--- config.mk ---
export PLATFORM = sky130hd
export DESIGN_NAME = emmc_cmd_responder
export DESIGN_NICKNAME = d
export VERILOG_FILES = /design/src/rtl/emmc_cmd_responder_pkg.sv /design/src/rtl/emmc_cmd_responder_crc7.sv /design/src/rtl/emmc_cmd_responder.sv
export SDC_FILE = /design/constraint.sdc
export NUM_CORES = 1
export LEC_CHECK = 0
export ABC_AREA = 1
export CAP_MARGIN = 30
export CORE_MARGIN = 1
export CORE_UTILIZATION = 35
export CTS_CLUSTER_DIAMETER = 60
export DETAILED_ROUTE_END_ITERATION = 6
export PLACE_DENSITY = 0.64
export SYNTH_ARGS = -nofsm -noshare
export SYNTH_HDL_FRONTEND = slang
export SYNTH_SLANG_ARGS = --single-unit
export TNS_END_PERCENT = 5
--- constraint.sdc ---
create_clock -name clk_i -period 4.8 [get_ports clk_i]
set_input_delay 0.96 -clock clk_i [delete_from_list [all_inputs] [get_ports clk_i]]
set_output_delay 0.96 -clock clk_i [all_outputs]
set_load 0.005 [all_outputs]
--- src/rtl/emmc_cmd_responder_pkg.sv ---
// Shared eMMC token definitions: framing constants, token layout, responder
// states and the CRC7 helpers used by both the receive and transmit paths.
package jedec_p;

    localparam int         CMD_TOKEN_LEN = 48;
    localparam logic [6:0] CRC7_POLY     = 7'h09;
    localparam int         NCR_MIN       = 2;

    typedef struct packed {
        logic        start;
        logic        dir;
        logic [5:0]  idx;
        logic [31:0] arg;
        logic [6:0]  crc;
        logic        stop;
    } cmd_token_t;

    typedef enum logic [1:0] {S_IDLE, S_RX, S_WAIT, S_TX} state_t;

    function automatic logic [6:0] crc7_step(input logic [6:0] crc, input logic d);
        logic fb;
        fb = d ^ crc[6];
        return {crc[5:0], 1'b0} ^ (fb ? CRC7_POLY : 7'h00);
    endfunction

    function automatic logic [6:0] crc7_40(input logic [39:0] bits);
        logic [6:0] c;
        c = 7'h00;
        for (int i = 39; i >= 0; i--) c = crc7_step(c, bits[i]);
        return c;
    endfunction

endpackage

--- src/rtl/emmc_cmd_responder_crc7.sv ---
// Serial CRC7 (x^7+x^3+1, init 0); clear takes priority over enable.
module emmc_crc7
    import jedec_p::*;
(
    input  logic       clk_i,
    input  logic       srst_i,
    input  logic       clr_i,
    input  logic       en_i,
    input  logic       d_i,
    output logic [6:0] crc_o
);
    logic [6:0] crc_q, crc_d;

    always_comb begin
        crc_d = crc_q;
        if (clr_i)     crc_d = '0;
        else if (en_i) crc_d = crc7_step(crc_q, d_i);
    end

    always_ff @(posedge clk_i) begin
        if (srst_i) crc_q <= '0;
        else        crc_q <= crc_d;
    end

    assign crc_o = crc_q;
endmodule

--- src/rtl/emmc_cmd_responder.sv ---
// Card-side CMD line endpoint: receives 48-bit host commands, checks CRC7 and
// framing, then drives a 48-bit response after the NCR gap.
module emmc_cmd_responder
    import jedec_p::*;
#(
    parameter int NCR     = 2,
    parameter int NCR_MAX = 64
) (
    input  logic        clk_i,
    input  logic        srst_i,
    input  logic        cmd_i,
    output logic        cmd_o,
    output logic        cmd_oe_o,
    output logic        cmd_valid_o,
    output logic [5:0]  cmd_idx_o,
    output logic [31:0] cmd_arg_o,
    output logic        cmd_err_o,
    input  logic        rsp_valid_i,
    output logic        rsp_ready_o,
    input  logic [5:0]  rsp_idx_i,
    input  logic [31:0] rsp_arg_i,
    output logic        rsp_timeout_o,
    output logic        busy_o
);
    localparam int CW = $clog2(NCR_MAX + 1);

    state_t        state_q, state_d;
    logic [5:0]    bit_cnt_q, bit_cnt_d;
    logic [44:0]   rx_sh_q, rx_sh_d;
    logic [CW-1:0] wcnt_q, wcnt_d;
    logic          lat_q, lat_d;
    logic [47:0]   tx_sh_q, tx_sh_d;
    logic          cmd_o_q, cmd_o_d, cmd_oe_q, cmd_oe_d;
    logic          cmd_valid_q, cmd_valid_d, cmd_err_q, cmd_err_d;
    logic [5:0]    cmd_idx_q, cmd_idx_d;
    logic [31:0]   cmd_arg_q, cmd_arg_d;
    logic          rsp_timeout_q, rsp_timeout_d;

    logic          rsp_ready, hs, rx_bad;
    logic [6:0]    crc_rx;
    cmd_token_t    new_tok;
    logic [47:0]   new_bits, tok_start;

    // Only bits c1..c39 feed the checker; the start bit is 0 and leaves a zero CRC unchanged.
    emmc_crc7 u_rx_crc (
        .clk_i (clk_i),
        .srst_i(srst_i),
        .clr_i (state_q == S_IDLE),
        .en_i  (state_q == S_RX && bit_cnt_q <= 6'd39),
        .d_i   (cmd_i),
        .crc_o (crc_rx)
    );

    always_comb begin
        new_tok.start = 1'b0;
        new_tok.dir   = 1'b0;
        new_tok.idx   = rsp_idx_i;
        new_tok.arg   = rsp_arg_i;
        new_tok.crc   = crc7_40({2'b00, rsp_idx_i, rsp_arg_i});
        new_tok.stop  = 1'b1;
    end

    assign new_bits    = new_tok;
    assign tok_start   = lat_q ? tx_sh_q : new_bits;
    assign rsp_ready   = (state_q == S_WAIT) && !lat_q;
    assign hs          = rsp_valid_i && rsp_ready;
    // rx_sh_q holds bits c2..c46 when the end bit (c47) is on cmd_i
    assign rx_bad      = (rx_sh_q[6:0] != crc_rx) || !cmd_i;

    always_comb begin
        state_d       = state_q;
        bit_cnt_d     = bit_cnt_q;
        rx_sh_d       = rx_sh_q;
        wcnt_d        = wcnt_q;
        lat_d         = lat_q;
        tx_sh_d       = tx_sh_q;
        cmd_o_d       = cmd_o_q;
        cmd_oe_d      = cmd_oe_q;
        cmd_idx_d     = cmd_idx_q;
        cmd_arg_d     = cmd_arg_q;
        cmd_valid_d   = 1'b0;
        cmd_err_d     = 1'b0;
        rsp_timeout_d = 1'b0;
        case (state_q)
            S_IDLE: begin
                if (!cmd_i) begin
                    state_d   = S_RX;
                    bit_cnt_d = 6'd1;
                end
            end
            S_RX: begin
                rx_sh_d   = {rx_sh_q[43:0], cmd_i};
                bit_cnt_d = bit_cnt_q + 6'd1;
                if (bit_cnt_q == 6'd1 && !cmd_i) begin
                    state_d = S_IDLE;
                end else if (bit_cnt_q == 6'd47) begin
                    cmd_valid_d = 1'b1;
                    cmd_idx_d   = rx_sh_q[44:39];
                    cmd_arg_d   = rx_sh_q[38:7];
                    cmd_err_d   = rx_bad;
                    state_d     = rx_bad ? S_IDLE : S_WAIT;
                    wcnt_d      = CW'(1);
                    lat_d       = 1'b0;
                end
            end
            S_WAIT: begin
                wcnt_d = wcnt_q + CW'(1);
                if (hs) begin
                    lat_d   = 1'b1;
                    tx_sh_d = new_bits;
                end
                // wcnt_q == j on the edge that is j cycles after the command end bit
                if ((hs || lat_q) && wcnt_q >= CW'(NCR - 1)) begin
                    state_d   = S_TX;
                    cmd_oe_d  = 1'b1;
                    cmd_o_d   = tok_start[47];
                    tx_sh_d   = {tok_start[46:0], 1'b0};
                    bit_cnt_d = 6'd1;
                end else if (wcnt_q == CW'(NCR_MAX - 1)) begin
                    rsp_timeout_d = 1'b1;
                    state_d       = S_IDLE;
                end
            end
            S_TX: begin
                if (bit_cnt_q == 6'd48) begin
                    cmd_oe_d = 1'b0;
                    cmd_o_d  = 1'b1;
                    lat_d    = 1'b0;
                    state_d  = S_IDLE;
                end else begin
                    cmd_o_d   = tx_sh_q[47];
                    tx_sh_d   = {tx_sh_q[46:0], 1'b0};
                    bit_cnt_d = bit_cnt_q + 6'd1;
                end
            end
            default: state_d = S_IDLE;
        endcase
    end

    always_ff @(posedge clk_i) begin
        if (srst_i) begin
            state_q       <= S_IDLE;
            bit_cnt_q     <= '0;
            rx_sh_q       <= '0;
            wcnt_q        <= '0;
            lat_q         <= 1'b0;
            tx_sh_q       <= '0;
            cmd_o_q       <= 1'b1;
            cmd_oe_q      <= 1'b0;
            cmd_valid_q   <= 1'b0;
            cmd_err_q     <= 1'b0;
            cmd_idx_q     <= '0;
            cmd_arg_q     <= '0;
            rsp_timeout_q <= 1'b0;
        end else begin
            state_q       <= state_d;
            bit_cnt_q     <= bit_cnt_d;
            rx_sh_q       <= rx_sh_d;
            wcnt_q        <= wcnt_d;
            lat_q         <= lat_d;
            tx_sh_q       <= tx_sh_d;
            cmd_o_q       <= cmd_o_d;
            cmd_oe_q      <= cmd_oe_d;
            cmd_valid_q   <= cmd_valid_d;
            cmd_err_q     <= cmd_err_d;
            cmd_idx_q     <= cmd_idx_d;
            cmd_arg_q     <= cmd_arg_d;
            rsp_timeout_q <= rsp_timeout_d;
        end
    end

    assign cmd_o         = cmd_o_q;
    assign cmd_oe_o      = cmd_oe_q;
    assign cmd_valid_o   = cmd_valid_q;
    assign cmd_err_o     = cmd_err_q;
    assign cmd_idx_o     = cmd_idx_q;
    assign cmd_arg_o     = cmd_arg_q;
    assign rsp_ready_o   = rsp_ready;
    assign rsp_timeout_o = rsp_timeout_q;
    assign busy_o        = (state_q != S_IDLE);
endmodule
Word level (Yosys, flattened, before mapping)
Index checks and enable logic that the tools add are counted.
{ "op_classes": {"n_lt_le_gt_ge": 2, "mux": 71, "n_eq_ne": 18, "bitwise": 80, "n_addsub": 2, "reduce_logical": 26} }
{ "ops": {"columns": ["operator", "count"], "rows": [
  ["$xor A7 B4 Y7", 35],
  ["$mux W48", 4],
  ["$mux W4", 39],
  ["$pmux W48 S2", 1],
  ["$xor A1 B1 Y1", 35],
  ["$pmux W6 S4", 1],
  ["$mux W6", 3],
  ["$reduce_and A3 Y1", 5],
  ["$mux W2", 7],
  ["$mux W7", 2],
  ["$pmux W7 S2", 1],
  ["$eq A6 B6 Y1 const B", 2],
  ["$ne A2 B2 Y1 const B", 5],
  ["$mux W1", 9],
  ["$pmux W2 S4", 1],
  ["$add A7 B1 Y7 const B", 1],
  ["$eq A7 B6 Y1 const B", 1],
  ["$ge A7 B1 Y1 const B", 1],
  ["$ne A7 B7 Y1", 1],
  ["$xor A7 B7 Y7", 1],
  ["$add A6 B1 Y6 const B", 1],
  ["$eq A6 B1 Y1 const B", 1],
  ["$le A6 B6 Y1 const B", 1],
  ["$ne A3 B1 Y1 const B", 2],
  ["other kinds (22)", 39]
]} }
{ "word_totals": {"regBits": 159, "output_inout_bits": 45, "in_bits": 42} }

Depth between registers and ports, before layout
{ "depth": {"word_depth": 110, "depth_mapped": 27, "depth_no_buf": 27} }

Modules after synthesis
From an unflattened synthesis, not the netlist that was laid out.
{ "unflattened": {"hier_cells": 1159, "area_unflattened_um2": 8182.8} }
{ "modules_own_cells": {"columns": ["module", "n_inst", "seq_area_each_um2", "cells_each", "area_per_inst_um2"], "rows": [
  ["emmc_cmd_responder", 1, 3042.9, 1118, 7880.1],
  ["emmc_crc7", 1, 140.1, 41, 302.8]
]} }

Worst setup path before layout
OpenSTA, ideal clock, no wires.
{ "synth_timing": {"kind": "input to register", "from": "input rsp_idx_i[3]", "to": "register tx_sh_q[5]", "required_ns": 4.678, "path_stages": 23, "n_path_buf": 1, "path_slack_ns": 1.894, "arrival_ns": 2.785, "cell_sequence": "buf_4 -> xnor2_1 -> nand2_2 -> nand2_2 -> nand2_1 -> nand2_2 -> nand2_1 -> nand2_1 -> nand2_2 -> nand2_2 -> nand2_1 -> nand2_1 -> inv_2 -> nand2_1 -> nand2_1 -> nand2_1 -> nand2_2 -> nand2_2 -> nand2_1 -> nand2_1 -> nand2_2 -> a21oi_2 -> a21oi_2"} }
{ "synth_between": {"elab_chain_len": 57, "elab_cells_between_ends": 90, "classes_between": "mux (29); bitwise (61)"} }
{ "synth_lines": {"columns": ["item", "line_no", "rtl"], "rows": [
  ["from (decl)", "emmc_cmd_responder.sv:20", "input logic [5:0] rsp_idx_i,"],
  ["$xor A1 B1 Y1 *", "emmc_cmd_responder_pkg.sv:22", "fb = d ^ crc[6];"],
  ["$mux W4 *", "emmc_cmd_responder_pkg.sv:23", "return {crc[5:0], 1'b0} ^ (fb ? CRC7_POLY : 7'h00);"],
  ["$xor A6 B4 Y6 *", "emmc_cmd_responder_pkg.sv:23", null],
  ["$xor A7 B4 Y7 * (3 in a row)", "emmc_cmd_responder_pkg.sv:23", null],
  ["$xor A1 B1 Y1 or $xor A7 B4 Y7 (tied branches)", "emmc_cmd_responder_pkg.sv:22, emmc_cmd_responder_pkg.sv:23", null],
  ["$mux W4 or $xor A7 B4 Y7 (tied branches)", "emmc_cmd_responder_pkg.sv:23", null],
  ["$xor A7 B4 Y7 * (4 in a row)", "emmc_cmd_responder_pkg.sv:23", null],
  ["$xor A1 B1 Y1 or $xor A7 B4 Y7 (tied branches)", "emmc_cmd_responder_pkg.sv:22, emmc_cmd_responder_pkg.sv:23", null],
  ["[... 30 more ...]", null, null],
  ["$mux W4 or $xor A7 B4 Y7 (tied branches)", "emmc_cmd_responder_pkg.sv:23", null],
  ["$xor A7 B4 Y7 * (4 in a row)", "emmc_cmd_responder_pkg.sv:23", null],
  ["$xor A1 B1 Y1 or $xor A7 B4 Y7 (tied branches)", "emmc_cmd_responder_pkg.sv:22, emmc_cmd_responder_pkg.sv:23", null],
  ["$mux W4 or $xor A7 B4 Y7 (tied branches)", "emmc_cmd_responder_pkg.sv:23", null],
  ["$xor A7 B4 Y7 * (4 in a row)", "emmc_cmd_responder_pkg.sv:23", null],
  ["$mux W48", "emmc_cmd_responder.sv:64", "assign tok_start = lat_q ? tx_sh_q : new_bits;"],
  ["$mux W48 *", "emmc_cmd_responder.sv:113", "if ((hs || lat_q) && wcnt_q >= CW'(NCR - 1)) begin"],
  ["$pmux W48 S2 *", "emmc_cmd_responder.sv:84", "case (state_q)"],
  ["to (signal assigned)", "emmc_cmd_responder.sv:161", "tx_sh_q <= tx_sh_d;"],
  ["to (decl)", "emmc_cmd_responder.sv:32", "logic [47:0] tx_sh_q, tx_sh_d;"]
]} }
Every way passes the cells marked *; elsewhere a longest branch is shown, timed or not. The select of a mux whose other input is x is not followed.
A chain may end at the register's enable or synchronous reset.

Worst setup path in the final report
{ "layout_timing": {"from": "input rsp_idx_i[5]", "to": "register tx_sh_q[5]"} }
{ "layout_between": {"elab_chain_len": 59, "elab_cells_between_ends": 94, "classes_between": "mux (31); bitwise (63)"} }
{ "layout_lines": {"columns": ["item", "line_no", "rtl"], "rows": [
  ["$mux W4 *", "emmc_cmd_responder_pkg.sv:23", null],
  ["$xor A5 B4 Y5 *", "emmc_cmd_responder_pkg.sv:23", null],
  ["$xor A6 B4 Y6 *", "emmc_cmd_responder_pkg.sv:23", null],
  ["$xor A7 B4 Y7 *", "emmc_cmd_responder_pkg.sv:23", null],
  ["$xor A1 B1 Y1", "emmc_cmd_responder_pkg.sv:22", null],
  ["$mux W4", "emmc_cmd_responder_pkg.sv:23", null],
  ["$xor A7 B4 Y7 * (4 in a row)", "emmc_cmd_responder_pkg.sv:23", null],
  ["$xor A1 B1 Y1", "emmc_cmd_responder_pkg.sv:22", null],
  ["[... 36 more ...]", null, null],
  ["$mux W4", "emmc_cmd_responder_pkg.sv:23", null],
  ["$xor A7 B4 Y7 * (4 in a row)", "emmc_cmd_responder_pkg.sv:23", null],
  ["$xor A1 B1 Y1", "emmc_cmd_responder_pkg.sv:22", null],
  ["$mux W4", "emmc_cmd_responder_pkg.sv:23", null],
  ["$xor A7 B4 Y7 * (2 in a row)", "emmc_cmd_responder_pkg.sv:23", null],
  ["$mux W48", "emmc_cmd_responder.sv:108", "if (hs) begin"],
  ["$mux W48 *", "emmc_cmd_responder.sv:113", null],
  ["$pmux W48 S2 *", "emmc_cmd_responder.sv:84", null]
]} }
Marks and branches as above.

==> flow_summary.yaml <==
outcome:
  status: "finished, final reports clean"
global_routing:
  grt_pass1_vias: 7203
  grt_pass1_wl_um: 34800
  antenna_found_initial: 0
  overflow: 0
  track_usage: 0.1768
  grt_max_degree: 61
cts:
  postCtsResizedCells: 0
  clk_latency_ps: 430
  cts_made_buffers: 17
  clock-sinks: 159
  h-tree-depth: 4
  hold_buffers: 0
  clockBufferDepth: 2
  cts_setup_buffers: 0
  clkTransAtPathRegs_ps: 80
  cts_tree: "built"
  cts-root-buf: "clkbuf_16"
sta:
  hold_viol: 0
  setup_viol: 0
  drv_slew: 0
  setup_ws_ps: 1464
  timing.final.crit_share: 0.6951
  tns_ps: 0
  max_slew_margin: 0.4295
  rsz0062_at_grt: "false"
  clock.fmax_mhz: 299.7
  worstMarginPinSlew_ps: 854.9
  skew_ps: 14.86
  finalCriticalPeriod_ps: 3336
cells_and_area:
  insertedDiodeCount: 0
  syn_to_final_growth_pct: 21.37
  drive_gt1_frac: 0.08307
  fin_nets: 1291
pwr:
  p_leak_nw: 4.307
  p_per_area_nw_per_um2: 379.6
  ir_worst_vdd_uv: 258.2
placement:
  portBuffers: 86
  pre_cts_ws_ps: 1024
  hpwlAfterDp_um: 14230
  gp_congestion: 0.8323
synthesis:
  synth_seq_area_share: 0.3956
  synthDistinctLibCells: 39
  yosysWarnings: 0
  synth_flop_cell: "dfxtp_1"
  synth_seq_cells: 159
  synth_edf_count: 0
  synth_area_leaders: "dfxtp_1 (40%), nand2_1 (12%), o21ai_0 (8.7%)"
  yosysTopAreaCellShare: 0.3956
  syn-num-nets: 1232
  syn_area_sq_um: 8046
  synthCells: 1180
  synth_largest_area_cell: "dfxtp_1"
  synthArstFlopShare: 0
  synth_area_per_cell_sq_um: 6.819
floorplanning:
  io_pins: 87
  die_y_um: 153.6
  initial_core_util: 0.3565
  die-area_sq_um: 23600
  core_area_sq_um: 22570
  die_w_um: 153.6
  fp-row-count: 55
drt:
  drcViolationCount: 0
  drt_iter0_markers: 474
  dr.pass1.iters: 5
  finalWirelength_um: 20060
  vias: 7938
  wire_per_inst_um: 13.05
  postRouteAntennaNets: 0
  viasPerCell: 5.165
worst_setup_path:
  cp-start-kind: "input pin"
  critical_path.max_fanout: 5
  cp-end-kind: "register"
  r2r_slack_ps: 1750
  critPathKind: "input pin to register"
  cp.required_ps: 5120
  arrival_ps: 3650
min_path:
  hold_class: "register to register"
flow_run:
  drv_cap: 0
==> layout make-up <==
type                            count  area (sq um)
Tap cell                          285         356.6
Timing Repair Buffer               99         958.4
Sequential cell                   159          3183
Multi-Input combinational cell    850          4218
Fill cell                        2305         12810
Clock buffer                       17         425.4
Inverter                          112         420.4
Clock inverter                     15         203.9
==> Yosys cell counts (5+ instances only) <==
| cell type | instances |
|---|---|
| nand2_2 | 39 |
| a211oi_1 | 5 |
| nor3_1 | 10 |
| inv_1 | 105 |
| o21ai_0 | 140 |
| a21oi_1 | 117 |
| ha_1 | 10 |
| xnor2_1 | 5 |
| dfxtp_1 | 159 |
| inv_2 | 7 |
| a21oi_2 | 5 |
| nand2_1 | 253 |
| clkbuf_1 | 54 |
| nor2_1 | 96 |
| nand3_1 | 100 |
| o221ai_1 | 28 |
| nand4_1 | 5 |
==> worst max-delay path, cell delays in order <==
cell and delay, ps:
clkdlybuf4s50_1 630, inv_2 110, nand2_1 70, nand2_1 110, nand2_1 80, inv_1 40
nor2_1 150, nand3_1 140, nand2_2 130, nand2_1 50, nand2_1 90, nand3_2 100
nand2_1 120, nand2_1 60, nand2_1 70, inv_1 40, nand2_1 100, nand2_2 90
nand2_2 90, nand2_1 70, nand2_1 70, nand2_2 60, a21oi_2 130, a21oi_2 60
==> state kept, by name, summed over array words and instances (netlist names) <==
signal	count
tx_sh_q	48
cmd_idx_o	6
rx_sh_q	45
wcnt_q	7
cmd_err_o	1
lat_q	1
bit_cnt_q	6
rsp_timeout_o	1
u_rx_crc.crc_o	7
cmd_oe_o	1
state_q	2
cmd_valid_o	1
cmd_arg_o	32
cmd_o	1
==> report_power, final <==
part	switching [mW]	internal (mW)
combinational	0.578	0.294
sequential	0.0598	1.41
clock	0.651	0.719
total	1.29	2.42
==> cell usage in the layout, fill, tap and decap left out, drive strengths merged <==
cell	Yosys	routed
nand2	293	293
dfxtp	159	159
o21ai	142	142
a21oi	122	122
inv	112	119
nand3	104	104
nor2	96	96
clkdlybuf4s50	0	86
o221ai	28	28
clkbuf	54	17
buf	5	13
nor3	10	10
ha	10	10
clkinv	0	8
a211oi	5	5
nand4	5	5
xnor2	5	5
a31oi	4	4
o211ai	4	4
nand3b	4	4
a221oi	3	3
xor2	3	3
nor3b	2	2
nor4	2	2
and3	1	1
o41ai	1	1
o2111ai	1	1
a32oi	1	1
a21o	1	1
o2111a	1	1
a22oi	1	1
o21a	1	1
==> per-stage QoR <==
stage	cell area [sq um]	cells	util	total power, mW	hold slack [ps]
after floorplan	8046	1180	-	2.141	430.1
after global placement	9136	1505	0.4048	2.352	451.1
after detailed placement	9136	1505	0.4048	2.362	450.5
after CTS	9766	1537	0.4327	3.744	450.6
after global routing	9766	1537	0.4327	3.945	465.3
final	9766	1537	0.4327	3.707	453.4
==> cell families after synthesis <==
logic type | synth area share
buffers and inverters | 0.08024
xor gates and xnor gates | 0.008708
AOI/OAI and AO/OA | 0.2197
DFF | 0.3956
adders and majority gates | 0.01555
and+or+nand+nor | 0.2802
==> worst paths after layout <==
check | startpoint | endpoint | cells past startpoint
setup / recovery | rsp_idx_i[5] | tx_sh_q[5]$_SDFFE_PP0P_ | 24
hold / removal | rx_sh_q[11]$_SDFFE_PP0P_ | cmd_arg_o[4]$_SDFFE_PP0P_ | 2
setup reg to reg | state_q[0]$_SDFFE_PP0P_ | tx_sh_q[9]$_SDFFE_PP0P_ | 14
hold reg to reg | rx_sh_q[11]$_SDFFE_PP0P_ | cmd_arg_o[4]$_SDFFE_PP0P_ | 2
==> routing by layer <==
metal  track usage  routed length, um  share of wire  vias up
met5             0                  0              0        -
met2        0.2751               8807           0.44      182
li1              -                  -              -     4069
met3       0.02593                948          0.047       17
met1        0.2516              10100           0.50     3670
met4       0.05286                204          0.010        0
Note: power is estimated with default switching activity, not from simulation.
